File: src/rtl/connect4_input_conditioner.sv
// Pin front end: per-channel 2-FF synchroniser, counter debouncer and press pulse,
// plus confirm-triggered one-hot column decode. Define HOLD_REPEAT_EN for hold-to-repeat pulses.
module connect4_input_conditioner #(
    parameter int unsigned NUM_CH        = 12,
    parameter int unsigned COLS          = 7,
    parameter int unsigned CONFIRM_IDX   = 7,
    parameter int unsigned DB_CYCLES     = 4,
    parameter int unsigned REPEAT_CYCLES = 1000
) (
    input  logic                    clock,
    input  logic                    reset,
    input  logic [NUM_CH-1:0]       io_in,
    output logic [NUM_CH-1:0]       btn_level,
    output logic [NUM_CH-1:0]       btn_pulse,
    output logic                    move_valid,
    output logic [$clog2(COLS)-1:0] move_col,
    output logic                    move_err
);

    localparam int unsigned CW   = $clog2(DB_CYCLES + 1);
    localparam int unsigned COLW = $clog2(COLS);

    logic [NUM_CH-1:0] sync1_q, sync2_q;
    logic [NUM_CH-1:0] level_q, level_d;
    logic [NUM_CH-1:0] pulse_q, pulse_d;
    logic [CW-1:0]     cnt_q [NUM_CH];
    logic [CW-1:0]     cnt_d [NUM_CH];
    logic              valid_q, valid_d;
    logic              err_q, err_d;
    logic [COLW-1:0]   col_q, col_d;

`ifdef HOLD_REPEAT_EN
    localparam int unsigned RW = $clog2(REPEAT_CYCLES + 1);
    logic [RW-1:0] rpt_q [NUM_CH];
    logic [RW-1:0] rpt_d [NUM_CH];
`endif

    always_comb begin
        level_d = level_q;
        pulse_d = '0;
        for (int unsigned i = 0; i < NUM_CH; i++) begin
            cnt_d[i] = cnt_q[i];
            if (sync2_q[i] == level_q[i]) begin
                cnt_d[i] = '0;
            end else if (cnt_q[i] == CW'(DB_CYCLES - 1)) begin
                level_d[i] = sync2_q[i];
                cnt_d[i]   = '0;
            end else begin
                cnt_d[i] = cnt_q[i] + CW'(1);
            end
            pulse_d[i] = level_d[i] & ~level_q[i];
`ifdef HOLD_REPEAT_EN
            // Repeat count runs only while the level stays high; the confirm channel never repeats.
            rpt_d[i] = '0;
            if (i != CONFIRM_IDX && level_q[i] && level_d[i]) begin
                if (rpt_q[i] == RW'(REPEAT_CYCLES - 1)) begin
                    pulse_d[i] = 1'b1;
                end else begin
                    rpt_d[i] = rpt_q[i] + RW'(1);
                end
            end
`endif
        end
    end

    // Decode sees the levels already registered alongside the confirm pulse.
    always_comb begin
        int unsigned     hits;
        logic [COLW-1:0] idx;
        hits    = 0;
        idx     = '0;
        valid_d = 1'b0;
        err_d   = 1'b0;
        col_d   = col_q;
        for (int unsigned i = 0; i < COLS; i++) begin
            if (level_q[i]) begin
                hits = hits + 1;
                idx  = COLW'(i);
            end
        end
        if (pulse_q[CONFIRM_IDX]) begin
            if (hits == 1) begin
                valid_d = 1'b1;
                col_d   = idx;
            end else begin
                err_d = 1'b1;
            end
        end
    end

    always_ff @(posedge clock) begin
        if (reset) begin
            sync1_q <= '0;
            sync2_q <= '0;
            level_q <= '0;
            pulse_q <= '0;
            cnt_q   <= '{default: '0};
            valid_q <= 1'b0;
            err_q   <= 1'b0;
            col_q   <= '0;
`ifdef HOLD_REPEAT_EN
            rpt_q   <= '{default: '0};
`endif
        end else begin
            sync1_q <= io_in;
            sync2_q <= sync1_q;
            level_q <= level_d;
            pulse_q <= pulse_d;
            cnt_q   <= cnt_d;
            valid_q <= valid_d;
            err_q   <= err_d;
            col_q   <= col_d;
`ifdef HOLD_REPEAT_EN
            rpt_q   <= rpt_d;
`endif
        end
    end

    assign btn_level  = level_q;
    assign btn_pulse  = pulse_q;
    assign move_valid = valid_q;
    assign move_err   = err_q;
    assign move_col   = col_q;

endmodule

File: config.mk
export PLATFORM = sky130hd
export DESIGN_NAME = connect4_input_conditioner
export DESIGN_NICKNAME = d
export VERILOG_FILES = /design/src/rtl/connect4_input_conditioner.sv
export SDC_FILE = /design/constraint.sdc
export NUM_CORES = 1
export LEC_CHECK = 0
export BUFFER_PORTS_ARGS = -buffer_cell sky130_fd_sc_hd__buf_2
export CORE_MARGIN = 10
export CORE_UTILIZATION = 50
export CTS_CLUSTER_DIAMETER = 50
export DETAILED_ROUTE_END_ITERATION = 6
export GPL_TIMING_DRIVEN = 0
export MAX_ROUTING_LAYER = met4
export PLACE_DENSITY = 0.7
export SLEW_MARGIN = 20
export SYNTH_ARGS = -nofsm -noshare
export SYNTH_HDL_FRONTEND = slang
export SYNTH_SLANG_ARGS = --single-unit
export TNS_END_PERCENT = 30
File: constraint.sdc
create_clock -name clock -period 5.65 [get_ports clock]
set_input_delay 1.695 -clock clock [delete_from_list [all_inputs] [get_ports clock]]
set_output_delay 1.695 -clock clock [all_outputs]
set_load 0.01 [all_outputs]
==> results of run 1 <==
cells in the final DEF (no fill, tap or decap), drive strengths merged, types with 2 or more instances in the layout:
cell / n
mux2i: 12
nand2: 5
dfxtp: 89
nor3: 15
nand3: 2
mux2: 2
nor2b: 26
ha: 30
nor3b: 2
a21oi: 3
or4: 2
clkbuf: 18
nor2: 53
a211o: 2
o21ai: 5
inv: 31
xnor2: 14
buf: 46
xor2: 5
and2: 2
clkinv: 2
bufinv: 2
or3: 12
final cells by class:
cell class	count	area, um2
plain buffers	12	68.8
clock buffers	10	138
clock inverters	6	97.6
inverters	29	109
multi-input cells	204	1470
flip-flops and latches	89	1780
repair buffers	42	210
well taps	80	100
fillers	598	2750
critical path: stages (launching register included):
cell and delay [ns]:
dfxtp_1 0.47, inv_1 0.07, ha_1 0.38, xor2_4 0.24
ha_1 0.30, mux2_2 0.29, ha_1 0.28, inv_1 0.04
a21oi_1 0.20, and2_1 0.19, ha_1 0.24, mux2_2 0.27
ha_1 0.28, and2b_2 0.25, o21a_1 0.12, o32ai_1 0.10
a211o_1 0.36, or4_1 0.48, and3b_1 0.19
registers in the layout (all words and copies together), names as in the netlist:
| name | count |
|---|---|
| btn_pulse | 12 |
| move_valid | 1 |
| move_err | 1 |
| move_col | 3 |
| sync1_q | 12 |
| sync2_q | 12 |
| cnt_q | 36 |
| btn_level | 12 |
kinds of logic (layout without fill, tap and decap cells):
group | after synthesis | after routing
AOI/OAI and AO/OA | 17 | 17
adders and majority gates | 30 | 30
DFF | 89 | 89
buffers and inverters | 41 | 99
xor gates and xnor gates | 20 | 20
and+or+nand+nor | 123 | 123
muxes | 14 | 14
where the power goes:
part | internal [uW] | switching, uW | total, uW
combinational | 13.0 | 15.6 | 28.6
sequential | 637 | 4.34 | 642
clock | 267 | 226 | 493
stage by stage:
stage / instance area, um2 / utilization, % / std cells
6_report: 3970 / 59.1 / 472
5_1_grt: 3970 / 59.1 / 472
2_1_floorplan: 3430 / - / 334
4_1_cts: 3970 / 59.1 / 472
3_5_place_dp: 3740 / 55.6 / 456
3_3_place_gp: 3740 / 55.6 / 456
final timing paths:
kind | startpoint | endpoint | slack, ns | depth (start not counted)
max | btn_level[1] | move_col[1] | 0.80 | 18
min | cnt_q[24] | cnt_q[24] | 0.42 | 1
max reg2reg | btn_level[1] | move_col[1] | 0.80 | 18
min reg2reg | cnt_q[24] | cnt_q[24] | 0.42 | 1
routing by layer:
layer | track usage (%) | up-vias | wire (um)
li1 | - | 1185 | -
met1 | 13.8 | 1020 | 2680
met2 | 20.2 | 32 | 2880
met3 | 2.75 | 11 | 185
met4 | 7.91 | 0 | 146
met5 | - | - | 0
==> impl_metrics.csv, run 1 <==
group,metric,value,unit
cells_and_area,insertedDiodeCount,0,
cts,post_cts_buffers,0,
synthesis,seq_area_frac_synth,52.0,%
floorplanning,fp.dieH,103,um
place,hpwl,4.38,mm
synthesis,async_flop_share,0,%
synthesis,yosys.area_share.simple,17.9,%
cts,clock_latency,0.35,ns
detailed_routing,routed-via-count,2248,
synthesis,ys_top_cells_by_count,"dfxtp_1 (89), nor2_1 (53), ha_1 (30)",
cts,clockRootBuffer,"clkbuf_8",
timing,finalHoldViolations,0,
timing,period_share,85.8,%
cts,cts_resized,0,
timing,period_minus_slack,4.85,ns
global_route,antenna_found_initial,0,
floorplanning,start_util,51.0,%
synthesis,synth_area_leaders,"dfxtp_1 (52%), ha_1 (11%), nor2_1 (5.8%)",
worst_setup_path,arrival,5.10,ns
timing,fin_skew,0.00887,ns
global_route,grt_pass1_wl,9.91,mm
power,p_leak,0.00174,uW
worst_setup_path,cp-start-kind,"register",
worst_setup_path,worstSetupPathType,"register to register",
place,gp_congestion,0.850,
cts,clk_path_buf_depth,2,
place,post-place-ws,0.851,ns
global_route,grt_pass1_vias,2202,
place,io_buffers,42,
global_route,grt_max_degree,17,
synthesis,synth_flop_cell,"dfxtp_1",
run,drv_cap,0,
synthesis,synth_top_family_by_area,"simple AND/OR/NAND/NOR gates",
power,total_power,1160,uW
cts,htree_levels,3,
timing,rsz0062_at_grt,"false",
synthesis,synth_edf_count,0,
timing,hold_ws,0.422,ns
cts,cts_hold_buf,0,
floorplanning,core-area,6720,um2
detailed_routing,antenna_left,0,
detailed_routing,wirelength,5.88,mm
worst_setup_path,critPathRequiredTime,5.90,ns
timing,finalSetupTns,0,ns
timing,worst_pin_slew,0.560,ns
hold_path,hp-class,"register to register",
floorplanning,io_pins,43,
cts,cts_buffers,9,
status,status,"finished clean",
detailed_routing,routedWlPerCell,12.5,um
power,peakVddDrop,141,uV
synthesis,ys_ff_latch,89,
synthesis,postSynthCellCount,334,
cells_and_area,final_nets,431,
synthesis,syn-cell-area,3430,um2
cells_and_area,area_delta_synth_final,15.9,%
synthesis,synth_area_per_cell,10.3,um2
synthesis,yosysTopAreaCellShare,52.0,%
worst_setup_path,end_kind,"register",
synthesis,post-synth-top-area-cell,"dfxtp_1",
cells_and_area,layout-drive-gt1-share,17.6,%
timing,max-slew-margin-rel,62.7,%
synthesis,muxShareOfSynthArea,4.16,%
timing,layout_setup_ws,0.803,ns
synthesis,synth_compound_area_share,3.58,%
synthesis,ys_warn_count,0,
synthesis,synth_xor_area_share,6.28,%
timing,drv_slew,0,
synthesis,yosysMostFrequentCell,"dfxtp_1",
timing,finalSetupViolations,0,
floorplanning,die_area,10600,um2
floorplanning,chipWidth,103,um
floorplanning,rows,30,
timing,fmax,0.206,GHz
detailed_routing,dr.pass1.iters,4,
cts,cts_sinks,89,
detailed_routing,dr.first_iter.drc_count,48,
global_route,grtUsageTotal,12.5,%
global_route,overflow,0,
synthesis,synth_cell_type_count,38,
worst_setup_path,crit_fanout,7,
synthesis,synth_fa_ha_area_share,10.9,%
synthesis,syn_nets,378,
detailed_routing,vias_per_cell,4.76,
power,power_density,293,nW/um2
cts,path_clk_slew,0.09,ns
detailed_routing,drc_errors,0,
cts,cts_tree,"done",
No activity file was read; power rests on OpenSTA's default activity.
==> inputs of run 2 (changes only) <==
--- a/config.mk
+++ b/config.mk
@@ -11,7 +11,6 @@
 export CTS_CLUSTER_DIAMETER = 50
 export DETAILED_ROUTE_END_ITERATION = 6
 export GPL_TIMING_DRIVEN = 0
-export MAX_ROUTING_LAYER = met4
 export PLACE_DENSITY = 0.7
 export SLEW_MARGIN = 20
 export SYNTH_ARGS = -nofsm -noshare
==> impl_metrics.csv, run 2 (synthesized netlist as in run 1, its figures left out) <==
group,metric,value,unit
cts,htree_levels,3,
cts,cts_buffers,9,
detailed_routing,antenna_left,0,
run,drv_cap,0,
worst_setup_path,cp-start-kind,"register",
worst_setup_path,crit_fanout,7,
timing,rsz0062_at_grt,"false",
detailed_routing,routedWlPerCell,12.5,um
global_route,grt_pass1_wl,9.87,mm
worst_setup_path,timing.critical_path.mode_cell,"ha_1",
global_route,grt_pass1_vias,2204,
detailed_routing,dr.pass1.iters,4,
timing,fin_skew,0.00849,ns
cells_and_area,nFillCells,598,
detailed_routing,dr.first_iter.drc_count,46,
cts,post_cts_buffers,0,
cells_and_area,insertedDiodeCount,0,
worst_setup_path,rr_worst_depth,18,
worst_setup_path,worst_path_max_delay_cell,"or4_1",
cts,clk_path_buf_depth,2,
detailed_routing,routed-via-count,2250,
detailed_routing,drc_errors,0,
cts,clockRootBuffer,"clkbuf_8",
timing,finalHoldViolations,0,
timing,period_minus_slack,4.86,ns
hold_path,hp-class,"register to register",
detailed_routing,wirelength,5.89,mm
global_route,grtUsageTotal,12.1,%
cts,cts_hold_buf,0,
floorplanning,core-area,6720,um2
global_route,antenna_found_initial,0,
timing,max-slew-margin-rel,62.7,%
power,peakVddDrop,141,uV
hold_path,hold_depth,1,
cells_and_area,stdcell_area,3970,um2
global_route,grt_max_degree,17,
worst_setup_path,r2r_slack,0.79,ns
timing,layout_setup_ws,0.785,ns
place,post-place-ws,0.851,ns
cells_and_area,layout-drive-gt1-share,17.6,%
floorplanning,chipWidth,103,um
power,p_leak,0.00174,uW
worst_setup_path,slowest_delay,0.48,ns
place,place_area,3740,um2
cells_and_area,largest_reg_flops,36,
cells_and_area,area_delta_synth_final,15.9,%
cts,clock_latency,0.35,ns
timing,finalSetupViolations,0,
timing,finalSetupTns,0,ns
place,dp.cells,456,
timing,drv_slew,0,
place,gp_congestion,0.837,
status,status,"finished clean",
worst_setup_path,worstPathCellList,"inv_1 -> ha_1 -> xor2_4 -> ha_1 -> mux2_2 -> ha_1 -> inv_1 -> a21oi_1 -> and2_1 -> ha_1 -> mux2_2 -> ha_1 -> and2b_2 -> o21a_1 -> o32ai_1 -> a211o_1 -> or4_1 -> and3b_1",
cells_and_area,most-common-layout-cells,"dfxtp_1 (89), nor2_1 (53), buf_2 (44)",
cells_and_area,top_register,"cnt_q",
worst_setup_path,end_kind,"register",
floorplanning,start_util,51.0,%
timing,fmax,0.206,GHz
cells_and_area,final_nets,431,
place,hpwl,4.38,mm
floorplanning,die_area,10600,um2
cts,cts_resized,0,
worst_setup_path,arrival,5.11,ns
place,io_buffers,42,
cts,cts_sinks,89,
power,power_density,293,nW/um2
cells_and_area,layout.cells.non_filler,472,
cells_and_area,layout_commonest_cell,"dfxtp_1",
floorplanning,rows,30,
floorplanning,io_pins,43,
worst_setup_path,critPathRequiredTime,5.90,ns
cts,cts_tree,"done",
global_route,overflow,0,
floorplanning,fp.dieH,103,um
timing,period_share,86.1,%
detailed_routing,vias_per_cell,4.77,
cts,path_clk_slew,0.09,ns
worst_setup_path,worstSetupPathType,"register to register",
timing,worst_pin_slew,0.560,ns
==> run 2: cell counts in the layout (fill, tap and decap cells not counted) <==
No cell type changed its count.
==> run 2: final cells by class <==
class | instances | area, um2 | area share [%]
Sequential cell | 89 | 1780 | 44.8
Multi-Input combinational cell | 204 | 1470 | 37.0
Timing Repair Buffer | 42 | 210 | 5.29
Clock buffer | 10 | 138 | 3.46
Inverter | 29 | 109 | 2.74
Tap cell | 80 | 100 | 2.52
Clock inverter | 6 | 97.6 | 2.46
Buffer | 12 | 68.8 | 1.73
==> run 2: final timing paths <==
| kind | from | to |
|---|---|---|
| hold / removal | cnt_q[24] | cnt_q[24] |
| setup / recovery | btn_level[1] | move_col[1] |
| setup reg to reg | btn_level[1] | move_col[1] |
| hold reg to reg | cnt_q[24] | cnt_q[24] |
==> run 2: critical path: cells and delay by family (launching register included) <==
kind | cells | cell delay, ns
compound gates | 4 | 0.79
xor+xnor | 1 | 0.24
fa+ha+maj | 5 | 1.48
buf+inv | 2 | 0.11
flops | 1 | 0.47
mux | 2 | 0.56
simple gates | 4 | 1.11
==> run 2: report_power, final <==
| part | switching, uW | internal (uW) | total, uW |
|---|---|---|---|
| Clock | 225 | 267 | 493 |
| Sequential | 4.34 | 637 | 642 |
| Combinational | 15.6 | 13.0 | 28.6 |
| Total | 245 | 917 | 1160 |
==> run 2: per-stage QoR <==
stage                     utilization, %  hold WS [ns]  total power, uW
after CTS                           59.1         0.430             1180
after floorplan                        -         0.399              674
after detailed placement            55.6         0.416              686
after global routing                59.1         0.450             1210
final                               59.1         0.422             1160
after global placement              55.6         0.407              685
==> run 2: routing by layer <==
layer,global-route usage [%],up-vias,wire length (um)
met2,20.2,34,2850
met3,3.28,12,267
li1,-,1184,-
met1,13.4,1020,2610
met4,7.91,0,154
met5,0,-,0
==> inputs of run 3 (changes only) <==
--- a/config.mk
+++ b/config.mk
@@ -7,11 +7,10 @@
 export LEC_CHECK = 0
 export BUFFER_PORTS_ARGS = -buffer_cell sky130_fd_sc_hd__buf_2
 export CORE_MARGIN = 10
-export CORE_UTILIZATION = 50
+export CORE_UTILIZATION = 25
 export CTS_CLUSTER_DIAMETER = 50
 export DETAILED_ROUTE_END_ITERATION = 6
 export GPL_TIMING_DRIVEN = 0
-export PLACE_DENSITY = 0.7
 export SLEW_MARGIN = 20
 export SYNTH_ARGS = -nofsm -noshare
 export SYNTH_HDL_FRONTEND = slang
==> impl_metrics.csv, run 3 (synthesized netlist as in run 1, its figures left out) <==
group,metric,value,unit
status,status,"finished clean",
timing,finalSetupTns,0,ns
cells_and_area,largest_reg_flops,36,
global_route,antenna_found_initial,0,
place,io_buffers,42,
cts,cts_buffers,9,
cts,cts_resized,0,
cells_and_area,final_util,31.3,%
floorplanning,core-area,13300,um2
timing,period_minus_slack,4.76,ns
timing,worst_pin_slew,0.704,ns
run,drv_cap,0,
cells_and_area,layout.cells.non_filler,568,
detailed_routing,dr.pass1.iters,4,
cts,clk_path_buf_depth,2,
detailed_routing,wirelength,6.59,mm
worst_setup_path,arrival,4.99,ns
timing,max-slew-margin-rel,53.0,%
timing,fmax,0.210,GHz
timing,rsz0062_at_grt,"false",
global_route,grtUsageTotal,7.39,%
timing,fin_skew,0.00369,ns
cts,cts_sinks,89,
cells_and_area,most-common-layout-cells,"dfxtp_1 (89), nor2_1 (53), buf_2 (44)",
worst_setup_path,cp-start-kind,"register",
global_route,use_met3,3.41,%
floorplanning,io_pins,43,
cells_and_area,nFillCells,1391,
power,peakVddDrop,129,uV
floorplanning,chipWidth,137,um
cells_and_area,final_nets,431,
power,p_leak,0.00177,uW
cts,path_clk_slew,0.06,ns
worst_setup_path,crit_fanout,6,
place,dp.cells,552,
detailed_routing,routedWlPerCell,11.6,um
cells_and_area,area_delta_synth_final,22.0,%
detailed_routing,routed-via-count,2261,
worst_setup_path,worstSetupPathType,"register to register",
detailed_routing,dr.first_iter.drc_count,82,
worst_setup_path,critPathRequiredTime,5.88,ns
cells_and_area,layout-drive-gt1-share,17.1,%
cts,clockRootBuffer,"clkbuf_16",
place,hpwl,5.04,mm
cells_and_area,top_register,"cnt_q",
floorplanning,rows,42,
hold_path,hp-class,"register to register",
detailed_routing,drc_errors,0,
detailed_routing,vias_per_cell,3.98,
floorplanning,fp.dieH,137,um
timing,finalHoldViolations,0,
cts,clock_latency,0.33,ns
global_route,grt-busiest-layer,"met2",
global_route,grt_pass1_wl,10.7,mm
cts,cts_hold_buf,0,
detailed_routing,antenna_left,0,
global_route,grt_use_met2,12.2,%
timing,period_share,84.2,%
power,power_density,312,nW/um2
global_route,grt_max_degree,15,
global_route,overflow,0,
floorplanning,die_area,18800,um2
global_route,grt_use_met1,8.31,%
timing,finalSetupViolations,0,
place,gp_congestion,0.750,
cts,cts_tree,"done",
cells_and_area,insertedDiodeCount,0,
worst_setup_path,end_kind,"register",
timing,drv_slew,0,
cells_and_area,layout_commonest_cell,"dfxtp_1",
global_route,grt_pass1_vias,2218,
cts,post_cts_buffers,0,
cts,htree_levels,3,
floorplanning,start_util,25.7,%
## run 3: cell count changes in the layout (fill, tap and decap cells not counted)
cell / before / now
inv_6: 1 / 0
clkinvlp_4: 0 / 1
clkbuf_8: 11 / 2
inv_8: 1 / 0
clkbuf_16: 0 / 9
clkbuf_1: 7 / 9
clkinv_4: 2 / 1
## run 3: cell type report
| cell class | instances | area (um2) | share of cell area (%) |
|---|---|---|---|
| multi-input cells | 204 | 1470 | 35.1 |
| clock inverters | 4 | 76.3 | 1.83 |
| repair buffers | 42 | 210 | 5.03 |
| flip-flops and latches | 89 | 1780 | 42.6 |
| well taps | 176 | 220 | 5.27 |
| plain buffers | 12 | 68.8 | 1.65 |
| inverters | 29 | 109 | 2.60 |
| clock buffers | 12 | 246 | 5.89 |
## run 3: final timing paths
| kind | to | start | slack (ns) | cells past startpoint |
|---|---|---|---|---|
| hold reg to reg | cnt_q[9] | cnt_q[9] | 0.42 | 1 |
| setup / recovery | move_col[1] | btn_level[0] | 0.89 | 18 |
| hold / removal | cnt_q[9] | cnt_q[9] | 0.42 | 1 |
| setup reg to reg | move_col[1] | btn_level[0] | 0.89 | 18 |
## run 3: critical path, stage by stage, from the launching register on
cell     delay, ns
dfxtp_1       0.44
inv_1         0.07
ha_1          0.38
xor2_4        0.24
ha_1          0.29
mux2_2        0.28
ha_1          0.27
inv_1         0.03
a21oi_1       0.20
and2_1        0.19
ha_1          0.24
mux2_2        0.27
ha_1          0.26
and2b_2       0.24
o21a_1        0.13
o32ai_1       0.11
a211o_1       0.36
or4_1         0.47
and3b_1       0.18
## run 3: layer usage
layer / part of all wire, % / up-vias
met5: 0 / -
met4: 1.0 / 0
met3: 6.7 / 7
met2: 46 / 35
met1: 46 / 1024
li1: - / 1195
## run 3: stage by stage
stage               area, um2  setup slack, ns  hold slack (ns)  power (uW)
floorplan                3430             1.14            0.399         674
global placement         3860            0.958            0.406         686
detailed placement       3860            0.854            0.411         687
CTS                      4180            0.845            0.421        1320
global route             4180            0.576            0.439        1350
finish                   4180            0.892            0.418        1300
## run 3: power by group
group          leakage, uW  switching (uW)  internal, uW
logic             0.000894            16.8          13.0
registers         0.000723            4.24           638
clock network     0.000153             232           400
